--- src/rtl/bcd_digit_serializer_pkg.sv ---
// -----------------------------------------------------------------------------
// bcd_digit_serializer_pkg
// Shared definitions for the BCD digit serializer:
//   state_t    - serializer FSM states (idle / sending digits)
//   BCD_MAX    - largest legal BCD digit value
//   idx_width  - width of a digit index for a given digit count (minimum 1)
// -----------------------------------------------------------------------------
package bcd_digit_serializer_pkg;

    typedef enum logic {
        ST_IDLE = 1'b0,
        ST_SEND = 1'b1
    } state_t;

    localparam logic [3:0] BCD_MAX = 4'd9;

    // A single-digit word still needs a 1-bit index register.
    function automatic int idx_width(input int digits);
        return (digits > 1) ? $clog2(digits) : 1;
    endfunction

endpackage

--- src/rtl/bcd_digit_serializer_lz_detect.sv ---
// -----------------------------------------------------------------------------
// bcd_digit_serializer_lz_detect
// Combinational priority encoder: returns the index of the most-significant
// non-zero nibble of a packed BCD word (0 when the whole word is zero).
// Any non-zero nibble counts, including illegal values above 9.
// Ports:
//   i_word  in   DIGIT*4  packed word, digit k = i_word[4k+3:4k]
//   o_idx   out  IDX_W    index of the most-significant non-zero digit
// -----------------------------------------------------------------------------
module bcd_digit_serializer_lz_detect
    import bcd_digit_serializer_pkg::*;
#(
    parameter int DIGIT = 2,
    parameter int IDX_W = idx_width(DIGIT)
) (
    input  logic [DIGIT*4-1:0] i_word,
    output logic [IDX_W-1:0]   o_idx
);

    logic [DIGIT-1:0] w_nz;

    genvar g;
    for (g = 0; g < DIGIT; g++) begin : g_nz
        assign w_nz[g] = |i_word[4*g +: 4];
    end

    // Ascending scan: the last hit is the most-significant non-zero digit.
    always_comb begin
        o_idx = '0;
        for (int k = 0; k < DIGIT; k++) begin
            if (w_nz[k]) begin
                o_idx = IDX_W'(k);
            end
        end
    end

endmodule

--- src/rtl/bcd_digit_serializer.sv ---
// -----------------------------------------------------------------------------
// bcd_digit_serializer
// Accepts one packed BCD word per valid/ready transaction and streams its
// digits one per beat, most-significant first, optionally skipping leading
// zeros (digit 0 is always sent). Illegal nibbles (>9) pass through with
// out_err set. All outputs decode from registers only.
// Ports:
//   clk        in   1        rising-edge clock
//   rst_n      in   1        synchronous active-low reset
//   in_valid   in   1        BCD_code valid
//   in_ready   out  1        ready to accept a word (idle)
//   BCD_code   in   DIGIT*4  packed BCD word, digit DIGIT-1 most significant
//   out_valid  out  1        out_digit valid
//   out_ready  in   1        downstream accepts current beat
//   out_digit  out  4        current digit
//   out_last   out  1        current beat is digit 0
//   out_err    out  1        current digit is not legal BCD
// -----------------------------------------------------------------------------
module bcd_digit_serializer
    import bcd_digit_serializer_pkg::*;
#(
    parameter int DIGIT       = 2,
    parameter int LZ_SUPPRESS = 1
) (
    input  logic               clk,
    input  logic               rst_n,
    input  logic               in_valid,
    output logic               in_ready,
    input  logic [DIGIT*4-1:0] BCD_code,
    output logic               out_valid,
    input  logic               out_ready,
    output logic [3:0]         out_digit,
    output logic               out_last,
    output logic               out_err
);

    localparam int             IDX_W   = idx_width(DIGIT);
    localparam logic [IDX_W-1:0] IDX_TOP = IDX_W'(DIGIT - 1);

    state_t               r_state;
    state_t               w_state_nxt;
    logic [DIGIT*4-1:0]   r_hold;
    logic [IDX_W-1:0]     r_idx;
    logic [IDX_W-1:0]     w_lz_idx;
    logic [IDX_W-1:0]     w_load_idx;
    logic                 w_load;
    logic                 w_dec;
    logic [3:0]           w_digit;

    bcd_digit_serializer_lz_detect #(
        .DIGIT (DIGIT),
        .IDX_W (IDX_W)
    ) u_lz_detect (
        .i_word (BCD_code),
        .o_idx  (w_lz_idx)
    );

    // Without suppression every word starts at the top digit.
    assign w_load_idx = (LZ_SUPPRESS != 0) ? w_lz_idx : IDX_TOP;

    always_ff @(posedge clk) begin
        if (!rst_n) begin
            r_state <= ST_IDLE;
        end else begin
            r_state <= w_state_nxt;
        end
    end

    always_comb begin
        w_state_nxt = r_state;
        in_ready    = 1'b0;
        out_valid   = 1'b0;
        w_load      = 1'b0;
        w_dec       = 1'b0;
        case (r_state)
            ST_IDLE: begin
                in_ready = 1'b1;
                if (in_valid) begin
                    w_load      = 1'b1;
                    w_state_nxt = ST_SEND;
                end
            end
            ST_SEND: begin
                out_valid = 1'b1;
                if (out_ready) begin
                    if (r_idx == '0) begin
                        w_state_nxt = ST_IDLE;
                    end else begin
                        w_dec = 1'b1;
                    end
                end
            end
            default: begin
                w_state_nxt = ST_IDLE;
            end
        endcase
    end

    // Hold register is written only on accept, so it is stable under backpressure.
    always_ff @(posedge clk) begin
        if (!rst_n) begin
            r_hold <= '0;
            r_idx  <= '0;
        end else if (w_load) begin
            r_hold <= BCD_code;
            r_idx  <= w_load_idx;
        end else if (w_dec) begin
            r_idx  <= r_idx - IDX_W'(1);
        end
    end

    always_comb begin
        w_digit = 4'd0;
        for (int k = 0; k < DIGIT; k++) begin
            if (r_idx == IDX_W'(k)) begin
                w_digit = r_hold[4*k +: 4];
            end
        end
    end

    // Beat outputs are forced to zero while idle.
    assign out_digit = out_valid ? w_digit : 4'd0;
    assign out_last  = out_valid && (r_idx == '0);
    assign out_err   = out_valid && (w_digit > BCD_MAX);

endmodule

--- config.mk ---
export PLATFORM = sky130hd
export DESIGN_NAME = bcd_digit_serializer
export DESIGN_NICKNAME = d
export VERILOG_FILES = /design/src/rtl/bcd_digit_serializer_pkg.sv /design/src/rtl/bcd_digit_serializer_lz_detect.sv /design/src/rtl/bcd_digit_serializer.sv
export SDC_FILE = /design/constraint.sdc
export NUM_CORES = 1
export LEC_CHECK = 0
export BUFFER_PORTS_ARGS = -buffer_cell sky130_fd_sc_hd__clkbuf_2
export CORE_AREA = 5 5 42 44
export DETAILED_ROUTE_END_ITERATION = 16
export DIE_AREA = 0 0 47 49
export PLACE_DENSITY = 0.68
export SLEW_MARGIN = 20
export SYNTH_ARGS = -nofsm -noshare
export SYNTH_HDL_FRONTEND = slang
export SYNTH_SLANG_ARGS = --single-unit
--- constraint.sdc ---
create_clock -name clk -period 2.3 [get_ports clk]
set_input_delay 0.69 -clock clk [delete_from_list [all_inputs] [get_ports clk]]
set_output_delay 0.69 -clock clk [all_outputs]
set_load 0.1 [all_outputs]
==> reports/metrics.cfg <==
[timing]
finalHoldViolations = 0
min_period_ns = 2.184
rsz0062_at_grt = no
slew_headroom_pct = 64.02
worst-slew-pin-transition_ns = 0.5419
finalCritPeriodShare_pct = 94.95
max_freq_mhz = 457.9
whs_ns = 0.4571
maxSlewViolCount = 0
finalSetupViolations = 0
clock_skew_ns = 0.005340

[pwr]
p_comb_share_pct = 26.2
powerDensity_nw_per_um2 = 701.1
p_total_w = 0.0004799
switchingPower_w = 0.0001629
p_clk_share_pct = 32.8
swShare_pct = 33.95
p_leak_nw = 0.2820
seqPwrFrac_pct = 41.0
power.internal_w = 0.0003169
vdd_drop_max_mv = 0.4773

[worst_setup_path]
critPathArrivalTime_ns = 1.49
cp-end-kind = output pin
startpoint = r_idx$_SDFFE_PN0P_
crit_path_start_kind = register
worstPathRequired_ns = 1.61
crit_fanout = 6
critPathKind = reg2out
r2r_start = r_state$_SDFF_PN0_

[yosys]
synth_edf_count = 0
synth_area_um2 = 485.5
async_flop_share_pct = 0
ys_seq_elements = 10
ys_types = 16
synth_top_cells_by_count = nand2_1 (17), dfxtp_1 (10), a21boi_1 (8), nor2_1 (6), mux2i_1 (5)
synth.area.top_cells = dfxtp_1 (41%), nand2_1 (13%), a21boi_1 (12%)
syn_area_per_cell_um2 = 8.091
seq_area_frac_synth_pct = 41.24
yosys.area.top_type = dfxtp_1
synth_top_area_share_pct = 41.24
synth_nets = 72
synth.most_common_cell = nand2_1
synth_flop_cell = dfxtp_1
netlist_instances = 60
yosysWarnings = 0

[route]
via_per_inst = 4.784
antenna_left = 0
routed_wl_mm = 1.112
wl_per_cell_um = 11.46
firstDrtPassIters = 4
post-route-drc-count = 0
initialDrtViolationCount = 5
vias = 464

[global_route]
grtUsageTotal_pct = 11.35
first_global_vias = 425
grt_max_degree = 12
grt_pass1_wl_mm = 1.876
grt.overflow.total = 0
antenna_found_initial = 0

[layout]
antenna_cells = 0
drive_above_1_share_pct = 41.98
multiInputGateArea_um2 = 284.0
nNetsFinal = 94
regArea_um2 = 203.9
instances_no_fill = 97
synthToLayoutAreaGrowth_pct = 40.98
num-fill-cells = 139

[clocking]
ctsHoldBuffers = 0
clkTransAtPathRegs_ns = 0.07
cts-resized-gates = 0
cts_made_buffers = 3
cts-root-buf = clkbuf_4
post_cts_buffers = 0
cts_tree = done
cts_sinks = 10
htree_levels = 1
clk_path_buf_depth = 2
clk_latency_ns = 0.26

[hold_path]
hold_path.startpoint = r_hold[4]$_SDFFE_PN0N_
hold_path.class = reg2reg

[floorplan]
die_x_um = 47
coreArea_um2 = 1401
die_h_um = 49
dieArea_um2 = 2303
rows = 14
ios = 20
start_util_pct = 34.64

[placement]
hpwl_um = 841.8
io_buffers = 19
dpl.cell_count = 93
place_congestion = 0.7238

[run]
drv_cap = 0

[run_status]
status = complete, no violations

[cells in the final DEF, fill, tap and decap left out, types with 2 or more instances in the layout]
master / netlist / layout
clkbuf_4: 0 / 3
clkbuf_2: 0 / 15
buf_4: 3 / 5
a21boi_1: 8 / 8
nor2_2: 0 / 5
dfxtp_1: 10 / 9
o21ai_0: 2 / 2
nand2_1: 17 / 17
mux2i_1: 5 / 4
[worst max-delay path: stages, from the launching register on]
cell	delay (ns)
dfxtp_1	0.47
mux2i_2	0.35
nor2_2	0.05
clkbuf_2	0.37
[final timing paths]
kind / to / slack [ns] / cells after the start
min: r_hold[4]$_SDFFE_PN0N_ / 0.46 / 2
min reg2reg: r_hold[4]$_SDFFE_PN0N_ / 0.46 / 2
max: out_digit[3] / 0.12 / 3
max reg2reg: r_hold[5]$_SDFFE_PN0N_ / 1.31 / 3
[layer usage]
metal  global-route usage [%]  wire length [µm]  part of all wire (%)
met4                    8.295                15                   1.3
met5                        0                 0                     0
met2                    15.61               542                    49
met1                    14.79               483                    43
met3                    2.583                71                   6.4
[cells by family after synthesis]
logic type | synth area share, %
and+or+nand+nor | 23.71
AOI/OAI and AO/OA | 18.56
DFF | 41.24
muxes | 10.31
buffers and inverters | 6.184
[state kept, by name, indices dropped and copies added (netlist names)]
name,count
r_hold,8
r_idx,1
r_state,1
[area by class of cell]
class | count | share of cell area [%]
multi-input cells | 45 | 41.50
clock buffers | 4 | 5.302
well taps | 16 | 2.925
inverters | 1 | 1.097
flip-flops and latches | 10 | 29.80
repair buffers | 21 | 19.38
[metrics by stage]
stage | cell area (µm²) | setup TNS (ns) | util (%) | worst slack (ns)
floorplan | 518.0 | -3.851 | - | -0.8152
global placement | 644.4 | 0 | 45.98 | 0.3811
detailed placement | 644.4 | 0 | 45.98 | 0.3733
finish | 684.4 | 0 | 48.84 | 0.1161
CTS | 680.7 | 0 | 48.57 | 0.07542
global route | 684.4 | 0 | 48.84 | 0.03800
[power by group through the flow]
stage                     sequential, W  clock (W)  combinational [W]
after floorplan                0.000206          0          0.0000928
after global placement         0.000199          0           0.000125
after detailed placement       0.000200          0           0.000126
after CTS                      0.000196   0.000163           0.000126
after global routing           0.000199   0.000175           0.000133
final                          0.000197   0.000157           0.000126
Note: power is estimated with default switching activity, not from simulation.
